**src/rtl/sequential_divider.sv**
```systemverilog
// Multi-cycle restoring divider, signed or unsigned, one quotient bit per clock.
// Results and flags are registered and hold until the next division completes.
module sequential_divider #(
  parameter int BUS_WIDTH = 8
) (
  input  logic                 clk,
  input  logic                 rst,
  input  logic                 start,
  input  logic                 sign,
  input  logic [BUS_WIDTH-1:0] in1,
  input  logic [BUS_WIDTH-1:0] in2,
  output logic                 busy,
  output logic                 done,
  output logic [BUS_WIDTH-1:0] quotient,
  output logic [BUS_WIDTH-1:0] remainder,
  output logic                 z,
  output logic                 n,
  output logic                 dz,
  output logic                 v
);

  localparam int W  = BUS_WIDTH;
  localparam int CW = $clog2(W + 1);
  localparam logic [W-1:0] MIN_NEG = {1'b1, {(W-1){1'b0}}};

  typedef enum logic [1:0] {
    IDLE,
    CALC,
    FIX,
    DONE
  } state_t;

  state_t state_q, state_d;

  logic [CW-1:0] cnt_q;
  logic          sgn_q;
  logic          a_neg_q;
  logic          b_neg_q;
  logic [W-1:0]  raw1_q;
  logic [W-1:0]  raw2_q;
  logic [W-1:0]  dvs_q;
  logic [W-1:0]  quo_q;
  logic [W:0]    rem_q;

  logic          a_neg, b_neg;
  logic [W-1:0]  a_mag, b_mag;
  logic [W:0]    rem_sh, diff;
  logic [W-1:0]  q_sgn, r_sgn;
  logic [W-1:0]  q_fix, r_fix;
  logic          dz_fix, ovf_fix;

  always_comb begin
    a_neg = sign & in1[W-1];
    b_neg = sign & in2[W-1];
    a_mag = a_neg ? ({W{1'b0}} - in1) : in1;
    b_mag = b_neg ? ({W{1'b0}} - in2) : in2;
  end

  // One restoring step: shift next dividend bit in, try the subtract.
  always_comb begin
    rem_sh = {rem_q[W-1:0], quo_q[W-1]};
    diff   = rem_sh - {1'b0, dvs_q};
  end

  always_comb begin
    q_sgn   = (a_neg_q ^ b_neg_q) ? ({W{1'b0}} - quo_q) : quo_q;
    r_sgn   = a_neg_q ? ({W{1'b0}} - rem_q[W-1:0]) : rem_q[W-1:0];
    dz_fix  = (raw2_q == '0);
    ovf_fix = sgn_q & (raw1_q == MIN_NEG) & (raw2_q == '1);
    q_fix   = dz_fix ? '1 : q_sgn;
    r_fix   = dz_fix ? raw1_q : r_sgn;
  end

  always_ff @(posedge clk or posedge rst) begin
    if (rst) state_q <= IDLE;
    else     state_q <= state_d;
  end

  always_comb begin
    state_d = state_q;
    case (state_q)
      IDLE: if (start) state_d = CALC;
      CALC: if (cnt_q == '0) state_d = FIX;
      FIX:  state_d = DONE;
      DONE: state_d = IDLE;
      default: state_d = IDLE;
    endcase
  end

  always_ff @(posedge clk or posedge rst) begin
    if (rst) begin
      cnt_q   <= '0;
      sgn_q   <= 1'b0;
      a_neg_q <= 1'b0;
      b_neg_q <= 1'b0;
      raw1_q  <= '0;
      raw2_q  <= '0;
      dvs_q   <= '0;
      quo_q   <= '0;
      rem_q   <= '0;
    end else begin
      case (state_q)
        IDLE: begin
          if (start) begin
            cnt_q   <= CW'(W);
            sgn_q   <= sign;
            a_neg_q <= a_neg;
            b_neg_q <= b_neg;
            raw1_q  <= in1;
            raw2_q  <= in2;
            dvs_q   <= b_mag;
            quo_q   <= a_mag;
            rem_q   <= '0;
          end
        end
        CALC: begin
          if (cnt_q != '0) begin
            cnt_q <= cnt_q - CW'(1);
            if (diff[W]) begin
              rem_q <= rem_sh;
              quo_q <= {quo_q[W-2:0], 1'b0};
            end else begin
              rem_q <= diff;
              quo_q <= {quo_q[W-2:0], 1'b1};
            end
          end
        end
        default: ;
      endcase
    end
  end

  always_ff @(posedge clk or posedge rst) begin
    if (rst) begin
      quotient  <= '0;
      remainder <= '0;
      z         <= 1'b0;
      n         <= 1'b0;
      dz        <= 1'b0;
      v         <= 1'b0;
    end else if (state_q == FIX) begin
      quotient  <= q_fix;
      remainder <= r_fix;
      z         <= (q_fix == '0);
      n         <= sgn_q & q_fix[W-1];
      dz        <= dz_fix;
      v         <= ovf_fix;
    end
  end

  assign busy = (state_q == CALC) || (state_q == FIX);
  assign done = (state_q == DONE);

endmodule

```
**config.mk**
```make
export PLATFORM = sky130hd
export DESIGN_NAME = sequential_divider
export DESIGN_NICKNAME = d
export VERILOG_FILES = /design/src/rtl/sequential_divider.sv
export SDC_FILE = /design/constraint.sdc
export NUM_CORES = 1
export LEC_CHECK = 0
export CORE_UTILIZATION = 50
export CTS_BUF_LIST = sky130_fd_sc_hd__clkbuf_4 sky130_fd_sc_hd__clkbuf_8
export CTS_CLUSTER_SIZE = 20
export DETAILED_ROUTE_END_ITERATION = 12
export PLACE_DENSITY = 0.77
export RECOVER_POWER = 25
export SLEW_MARGIN = 40
export SYNTH_ARGS = -nofsm -noshare
export SYNTH_HDL_FRONTEND = slang
export SYNTH_SLANG_ARGS = --single-unit
```
**constraint.sdc**
```tcl
create_clock -name clk -period 2.05 [get_ports clk]
set_input_delay 0.205 -clock clk [delete_from_list [all_inputs] [get_ports clk]]
set_output_delay 0.205 -clock clk [all_outputs]
set_load 0.005 [all_outputs]
```
==> results of run 1 <==
==> cell type report <==
cell class / instances / area (sq um)
Clock inverter: 2 / 35.03
Tap cell: 102 / 127.6
Fill cell: 646 / 2758
Sequential cell: 68 / 1702
Timing Repair Buffer: 72 / 665.6
Clock buffer: 12 / 158.9
Inverter: 30 / 112.6
Multi-Input combinational cell: 304 / 2128
==> worst register-to-register path: cells and delay by family, from the launching register on <==
kind / cells / cell delay [ps]
XOR/XNOR: 1 / 260
flip-flops: 1 / 410
buffers and inverters: 1 / 190
adder cells (fa/ha/maj): 2 / 520
AND/OR/NAND/NOR: 2 / 290
AO/OA/AOI/OAI: 3 / 270
==> layer usage <==
metal / vias to the layer above / track usage [%] / wire length [um]
met5: - / 0 / 0
met3: 28 / 4.125 / 361
met2: 102 / 39.52 / 4435
li1: 1580 / - / -
met1: 1612 / 31.37 / 4039
met4: 0 / 12.96 / 345
==> logic make-up (layout without fill, tap and decap cells) <==
| group | Yosys count | after routing | synth area share, % |
|---|---|---|---|
| AOI/OAI and AO/OA | 102 | 102 | 15.69 |
| xor gates and xnor gates | 30 | 30 | 7.527 |
| adders and majority gates | 20 | 20 | 6.542 |
| buffers and inverters | 50 | 116 | 5.272 |
| DFF | 68 | 68 | 43.19 |
| muxes | 24 | 24 | 6.732 |
| and+or+nand+nor | 128 | 128 | 15.05 |
==> registers in the layout, indices dropped and copies added, names as in the netlist, 2 cells and up <==
register,flops
quo_q,8
quotient,8
raw1_q,8
raw2_q,8
rem_q,8
remainder,8
dvs_q,7
cnt_q,4
state_q,2
==> synthesized netlist by cell type (all sizes together) <==
cell and n:
nand3 14, ha 19, o31ai 2, o21ai 34, o22a 3, a211oi 2
nand4b 1, buf 10, mux2 20, dfrtp 68, nor3b 1, o22ai 3
nor2 33, a21o 2, nand2 48, o31a 1, a31oi 5, or3 5
fa 1, nand3b 1, clkbuf 10, and2 2, xnor2 14, nor4 7
or4 1, o41ai 1, mux2i 4, a32oi 2, o311ai 6, nand2b 4
inv 30, xor2 16, a21boi 1, a31o 1, nand4 2, nor3 7
nor2b 2, o21a 1, a21oi 38
==> power by group <==
| part | switching [uW] | leakage (uW) | total [uW] | internal, uW |
|---|---|---|---|---|
| Clock | 479 | 0.000102 | 1110 | 627 |
| Combinational | 2260 | 0.00124 | 4430 | 2170 |
| Sequential | 533 | 0.000847 | 2460 | 1930 |
==> per-stage QoR <==
stage	power [uW]	TNS (ps)	cell area, sq um	util [%]	cells
CTS	7903	-6.473	4893	63.66	589
floorplan	5189	0	3956	-	422
global placement	6349	0	4632	60.25	571
finish	8003	0	4930	64.13	590
detailed placement	6550	-99.72	4632	60.25	571
global route	8608	-250.1	4930	64.13	590
==> repair_timing <==
action / in CTS / in global routing
buffers inserted: 3 / 1
endpoints found under the setup margin: 6 / 9
gates resized for setup: 7 / 8
endpoints found under the hold margin: 0 / 0
gates cloned: 1 / 0
pin swaps: 6 / 5
==> final timing paths <==
check,cells past startpoint,to,slack [ps]
setup / recovery,9,rem_q[6]$_DFFE_PP0P_,9
hold / removal,2,dvs_q[3]$_DFFE_PP0P_,480
setup reg to reg,9,rem_q[6]$_DFFE_PP0P_,9
hold reg to reg,2,dvs_q[3]$_DFFE_PP0P_,480
max in group asynchronous,3,raw2_q[1]$_DFFE_PP0P_,480
min in group asynchronous,2,quotient[2]$_DFFE_PP0P_,490
==> flow_summary.ini, run 1 <==
[timing]
hold_viol = 0
holdWs_ps = 477.2
fin_worst_skew_ps = 10.26
slew_headroom_pct = 39.42
worst_pin_slew_ps = 907.7
grt_setup_unrepaired = true
period_share_pct = 99.58
period_minus_slack_ps = 2041
fmax_ghz = 0.4899
slew_viol_final = 0
finalSetupViolCount = 0
fin_ws_ps = 8.649

[logic_synthesis]
synthCells = 422
ys_seq_elements = 68
syn_avg_cell_area_sq_um = 9.337
synth_top_area_share_pct = 43.19
yosysSeqAreaShare_pct = 43.19
yosys-top-cells-area = dfrtp_1 (43%), ha_1 (6.0%), mux2_2 (5.7%)
synth_cell_types = 51
syn_nets = 462
synth_top_area_cell = dfrtp_1
ys.warnings.count = 0
synth_area_sq_mm = 0.003940

[global_route]
grt_max_degree = 35
grt_usage_pct = 24.42
grt_antenna_before_repair = 0
grt_pass1_wl_um = 15700
grt-ovfl-total = 0
grt_pass1_vias = 3340

[critical_path]
cp_max_fo = 5
crit_start = raw2_q[0]$_DFFE_PP0P_
cpPeakStageDelay_ps = 410
cp.required_ps = 2280
crit_path_start_kind = flop
reg2reg_from = raw2_q[0]$_DFFE_PP0P_
slowest_stage = dfrtp_1
cp.buffers_inverters = 1
cp_common_cell = nand2b_4
worstPathCellList = ha_4, fa_2, nand2b_4, a21oi_4, o21ai_2, xor2_2, buf_4, nand2b_4, o21ai_1
path_class = reg -> reg
end_kind = flop
crit_family = adder cells
cp.arrival_ps = 2270

[die]
die_height_um = 90.77
start_util_pct = 51.25
core_area_sq_mm = 0.007687
num_rows = 32
io-pin-count = 42
fp.dieArea_sq_mm = 0.008239
die_x_um = 90.77

[clock_network]
cts_made_buffers = 9
clk_pin_slew_ps = 70
worstSkewPairLatency_ps = 350
hold_buffers = 0
cts_max_level = 3
cts.sink_count = 68
cts_root_buf = clkbuf_8
clockBufferDepth = 2
cts_tree = yes

[drt]
avgRoutedWirePerCell_um = 15.56
first_iter_violations = 167
route.antenna.remaining_nets = 0
dr.pass1.iters = 4
totalWireLength_um = 9181
vias = 3322
via_per_inst = 5.631
drc = 0

[power]
p_leak_uw = 0.002185
power.density_mw_per_mm2 = 1623
ir_worst_vdd_v = 0.0009855

[placement]
hpwlAfterDp_um = 6820
port_buffers = 41
place_congestion = 0.8273
dp_slack_ps = -37.61

[cells_and_area]
final_cell_mix = dfrtp_1 (68), nand2_1 (48), clkdlybuf4s50_1 (40), a21oi_1 (36), nor2_1 (32)
diodes = 0
nets = 525
drive_above_1_share_pct = 18.85
synthToLayoutAreaGrowth_pct = 25.12
final_common_cell = dfrtp_1

[worst_hold_path]
hp-class = reg -> reg
hp-start = dvs_q[3]$_DFFE_PP0P_

[run]
drv_cap = 0

[outcome]
status = complete, no violations
Note: power is estimated with default switching activity, not from simulation.
==> run 2, diff against run 1 <==
--- a/config.mk
+++ b/config.mk
@@ -11,6 +11,7 @@
 export DETAILED_ROUTE_END_ITERATION = 12
 export PLACE_DENSITY = 0.77
 export RECOVER_POWER = 25
+export SETUP_SLACK_MARGIN = 0.3
 export SLEW_MARGIN = 40
 export SYNTH_ARGS = -nofsm -noshare
 export SYNTH_HDL_FRONTEND = slang
==> flow_summary.ini, run 2 (synthesized netlist as in run 1, its figures left out) <==
[critical_path]
crit_family = compound AO/OA/AOI/OAI gates
slowest_stage = dfrtp_1
cp.required_ps = 2280
r2r_slack_ps = -20
path_class = reg -> reg
end_kind = flop
cp.arrival_ps = 2300
worstPathCellList = ha_4, fa_2, nand2b_4, a21oi_4, o21ai_4, xor2_4, buf_6, a32oi_1, o21ai_1
crit_path_start_kind = flop
cp_max_fo = 6
cp.buffers_inverters = 1
cpPeakStageDelay_ps = 420

[die]
die_height_um = 90.77
start_util_pct = 51.25
die_x_um = 90.77
core_area_sq_mm = 0.007687
io-pin-count = 42
num_rows = 32
fp.dieArea_sq_mm = 0.008239

[clock_network]
worstSkewPairLatency_ps = 350
cts_root_buf = clkbuf_8
cts_tree = yes
cts_made_buffers = 9
cts.sink_count = 68
cts_max_level = 3
hold_buffers = 0
clk_pin_slew_ps = 70
clockBufferDepth = 2

[timing]
finalSetupViolCount = 4
hold_viol = 0
grt_setup_unrepaired = true
fmax_ghz = 0.4837
slew_headroom_pct = 51.20
period_minus_slack_ps = 2068
fin_ws_ps = -17.59
fin_worst_skew_ps = 8.209
holdWs_ps = 379.2
slew_viol_final = 0
period_share_pct = 100.9
worst_pin_slew_ps = 731.9

[run]
drv_cap = 0

[global_route]
grt_usage_pct = 23.76
grtUsageMet1_pct = 32.55
grt_max_degree = 54
met2_usage_pct = 37.25
grt-busiest-layer = met2
grt_pass1_wl_um = 15460
grt_pass1_vias = 3234
grt-ovfl-total = 0
gr-usage-met3_pct = 5.051
grt_antenna_before_repair = 0

[placement]
hpwlAfterDp_um = 6489
dpl-instance-area_sq_mm = 0.004626
place_congestion = 0.8282
port_buffers = 41

[cells_and_area]
seq_area_sq_mm = 0.001704
final_common_cell = dfrtp_1
synthToLayoutAreaGrowth_pct = 32.14
fin_util_pct = 67.72
drive_above_1_share_pct = 23.94
final_cell_mix = dfrtp_1 (66), nand2_1 (48), clkdlybuf4s50_1 (38), a21oi_1 (36), nor2_1 (31)
final_area_sq_mm = 0.005206
diodes = 0
multi_input_area_sq_mm = 0.002267
nets = 532
fillers = 597

[worst_hold_path]
hp-class = in -> async

[drt]
avgRoutedWirePerCell_um = 15.94
totalWireLength_um = 9549
via_per_inst = 5.676
first_iter_violations = 228
route.antenna.remaining_nets = 0
drc = 0
dr.pass1.iters = 5
vias = 3400

[outcome]
violations = setup timing
status = complete, but fails checks

[power]
ir_worst_vdd_v = 0.0009957
power.density_mw_per_mm2 = 1681
p_leak_uw = 0.002283
==> run 2: changes by cell type in the layout (fill, tap and decap cells not counted), sizes merged <==
cell / before / now
bufinv: 1 / 2
clkdlybuf4s50: 40 / 38
buf: 29 / 37
clkbuf: 14 / 13
dlygate4sd2: 0 / 1
dlymetal6s2s: 0 / 1
inv: 30 / 29
clkinvlp: 0 / 2
==> run 2: worst paths after layout <==
check / from / to / cells after the start
min in group clk: dvs_q[2]$_DFFE_PP0P_ / dvs_q[2]$_DFFE_PP0P_ / 2
worst min register to register: dvs_q[2]$_DFFE_PP0P_ / dvs_q[2]$_DFFE_PP0P_ / 2
worst max-delay path: raw2_q[0]$_DFFE_PP0P_ / rem_q[7]$_DFFE_PP0P_ / 9
max in group asynchronous: rst / a_neg_q$_DFFE_PP0P_ / 3
worst max register to register: raw2_q[0]$_DFFE_PP0P_ / rem_q[7]$_DFFE_PP0P_ / 9
worst min-delay path: rst / remainder[5]$_DFFE_PP0P_ / 2
==> run 2: metal layers <==
metal  vias up  wire length (um)
met5         -                 0
met3        26               457
met1      1668              4240
met2       100              4638
met4         0               212
li1       1606                 -
==> run 2: worst register-to-register path: stages, from the launching register on <==
cell	delay, ps
dfrtp_1	420
ha_4	180
fa_2	330
nand2b_4	160
a21oi_4	190
o21ai_4	90
xor2_4	180
buf_6	150
a32oi_1	170
o21ai_1	90
==> run 2: what timing repair did <==
item                       in CTS  in global routing
resized for setup              19                 31
hold endpoints to repair        0                  0
pin swaps                       8                 16
setup endpoints to repair      17                 18
buffers inserted                6                  9
==> run 2: per-stage QoR <==
stage,std cells,setup WS (ps),total power (uW),setup TNS (ps)
floorplan,422,41.38,5206,0
global placement,568,-147.7,6344,-561.6
detailed placement,568,-244.1,6512,-1428
CTS,590,45.51,8161,0
global route,599,-85.20,9362,-496.5
finish,599,-17.59,8752,-52.78
==> run 2: final cells by class <==
| cell class | instances | share of cell area, % |
|---|---|---|
| Multi-Input combinational cell | 304 | 43.55 |
| Sequential cell | 68 | 32.73 |
| Timing Repair Buffer | 79 | 14.71 |
| Clock buffer | 12 | 2.932 |
| Tap cell | 102 | 2.451 |
| Inverter | 30 | 2.235 |
| Clock inverter | 4 | 1.394 |
==> run 2: power breakdown <==
group	internal [uW]	switching (uW)	total (uW)
logic	2490	2520	5010
clock network	744	516	1260
registers	1930	552	2490
==> run 3, diff against run 2 <==
--- a/config.mk
+++ b/config.mk
@@ -9,7 +9,7 @@
 export CTS_BUF_LIST = sky130_fd_sc_hd__clkbuf_4 sky130_fd_sc_hd__clkbuf_8
 export CTS_CLUSTER_SIZE = 20
 export DETAILED_ROUTE_END_ITERATION = 12
-export PLACE_DENSITY = 0.77
+export PLACE_DENSITY = 0.74
 export RECOVER_POWER = 25
 export SETUP_SLACK_MARGIN = 0.3
 export SLEW_MARGIN = 40
==> constraint.sdc (replaced) <==
create_clock -name clk -period 2 [get_ports clk]
set_input_delay 0.2 -clock clk [delete_from_list [all_inputs] [get_ports clk]]
set_output_delay 0.2 -clock clk [all_outputs]
set_load 0.005 [all_outputs]
==> flow_summary.ini, run 3 (synthesized netlist as in run 1, its figures left out) <==
[cells_and_area]
final_common_cell = dfrtp_1
final_cells = 611
multi_input_area_sq_mm = 0.002424
final_cell_mix = dfrtp_1 (63), nand2_1 (46), clkdlybuf4s50_1 (38), buf_4 (37), a21oi_1 (29)
seq_area_sq_mm = 0.001708
synthToLayoutAreaGrowth_pct = 38.55
diodes = 0
drive_above_1_share_pct = 31.24
fillers = 550
nets = 545

[die]
fp.dieArea_sq_mm = 0.008239
io-pin-count = 42
start_util_pct = 51.25
die_height_um = 90.77
core_area_sq_mm = 0.007687
num_rows = 32
die_x_um = 90.77

[critical_path]
crit_family = compound AO/OA/AOI/OAI gates
end_kind = flop
path_class = reg -> reg
path_depth = 8
cpPeakStageDelay_ps = 410
cp.buffers_inverters = 0
slowest_stage = a211oi_1
r2r_slack_ps = -100
reg2reg_depth = 8
worstPathCellList = ha_2, fa_2, nand2b_4, a21oi_4, o21ai_2, xor2_2, a211oi_1, a21o_1
cp_max_fo = 4
cp.required_ps = 2290
crit_path_start_kind = flop
crit_end = quo_q[0]$_DFFE_PP0P_
reg2reg_from = raw2_q[0]$_DFFE_PP0P_
reg2reg_to = quo_q[0]$_DFFE_PP0P_
cp.arrival_ps = 2390
crit_start = raw2_q[0]$_DFFE_PP0P_

[worst_hold_path]
hp-class = reg -> reg

[power]
power.density_mw_per_mm2 = 1708
finalPower_uw = 9322
p_leak_uw = 0.002378
ir_worst_vdd_v = 0.001217

[run]
drv_cap = 0

[global_route]
grt_usage_pct = 24.82
grt-ovfl-total = 0
grt_pass1_wl_um = 16120
grt_pass1_vias = 3304
grt_antenna_before_repair = 0
grt_max_degree = 69

[placement]
place_congestion = 0.8339
hpwlAfterDp_um = 6657
dp_cells = 571
port_buffers = 41

[clock_network]
cts_max_level = 3
clockBufferDepth = 2
worstSkewPairLatency_ps = 350
cts_tree = yes
cts_root_buf = clkbuf_8
cts.sink_count = 68
cts_made_buffers = 9
clk_pin_slew_ps = 80

[drt]
dr.pass1.iters = 5
first_iter_violations = 244
via_per_inst = 5.771
vias = 3526
drc = 0
avgRoutedWirePerCell_um = 17.97
totalWireLength_um = 10980
route.antenna.remaining_nets = 0

[outcome]
violations = setup timing
status = complete, but fails checks

[timing]
hold_viol = 0
slew_headroom_pct = 37.26
fmax_ghz = 0.4770
worst_pin_slew_ps = 941.1
period_share_pct = 104.8
grt_setup_unrepaired = true
fin_worst_skew_ps = 13.48
finalSetupViolCount = 8
slew_viol_final = 0
period_minus_slack_ps = 2096
fin_ws_ps = -96.32
[run 3: cell count changes in the layout (fill, tap and decap cells not counted), moves of 3 or more]
cell | previous run | this run
a21oi_1 | 36 | 29
buf_4 | 28 | 37
buf_6 | 5 | 8
nor2_1 | 31 | 24
nor2_4 | 1 | 7
dfrtp_2 | 2 | 5
mux2_2 | 19 | 16
a21oi_2 | 1 | 7
mux2_4 | 1 | 4
dfrtp_1 | 66 | 63
[run 3: through the flow]
step	hold slack [ps]	cell area, sq um	setup TNS [ps]	utilization (%)	setup WS (ps)
floorplan	350.6	3964	-17.24	-	-8.622
global placement	463.7	4636	0	60.30	16.67
detailed placement	470.9	4636	-393.2	60.30	-87.70
CTS	320.6	5045	-19.87	65.63	-11.52
global route	514.2	5459	-1044	71.01	-159.5
finish	480.1	5459	-346.6	71.01	-96.32
[run 3: cell type report]
class	count	share of cell area, %
multi-input combinational	304	44.40
sequential	68	31.29
timing repair buffer	92	16.36
clock buffer	10	2.521
tap	102	2.338
inverter	30	2.132
clock inverter	5	0.9626
[run 3: worst min-delay path by stage]
stage                     slack [ps]  cells past startpoint                       end                  from
after floorplan                  350                      1     raw1_q[7]$_DFFE_PP0P_                in1[7]
after global placement           460                      2      dvs_q[2]$_DFFE_PP0P_  dvs_q[2]$_DFFE_PP0P_
after detailed placement         470                      2      dvs_q[2]$_DFFE_PP0P_  dvs_q[2]$_DFFE_PP0P_
after CTS                        320                      3  remainder[2]$_DFFE_PP0P_                   rst
after global routing             510                      2      dvs_q[2]$_DFFE_PP0P_  dvs_q[2]$_DFFE_PP0P_
final                            480                      2      dvs_q[2]$_DFFE_PP0P_  dvs_q[2]$_DFFE_PP0P_
[run 3: layer usage]
| metal | part of all wire (%) | vias up | track usage [%] |
|---|---|---|---|
| met5 | 0 | - | 0 |
| met4 | 2.1 | 0 | 9.788 |
| met1 | 43 | 1734 | 33.42 |
| met2 | 50 | 140 | 40.47 |
| li1 | - | 1629 | - |
| met3 | 5.2 | 23 | 3.535 |
[run 3: timing repair]
item,CTS,global route
endpoints found under the hold margin,0,0
buffers inserted,9,14
cloned,0,2
hold buffers,0,0
pin swaps,6,17
endpoints found under the setup margin,20,23
resized for setup,33,63
[run 3: worst min-delay path, cell delays in order (launching register included)]
cell and delay (ps):
dfrtp_1 340, nand2_1 40, o21ai_0 60
[run 3: power by group]
part	total (uW)	internal (uW)	switching, uW
Sequential	2620	1990	636
Combinational	5560	2720	2840
Clock	1140	597	542
Total	9320	5300	4020
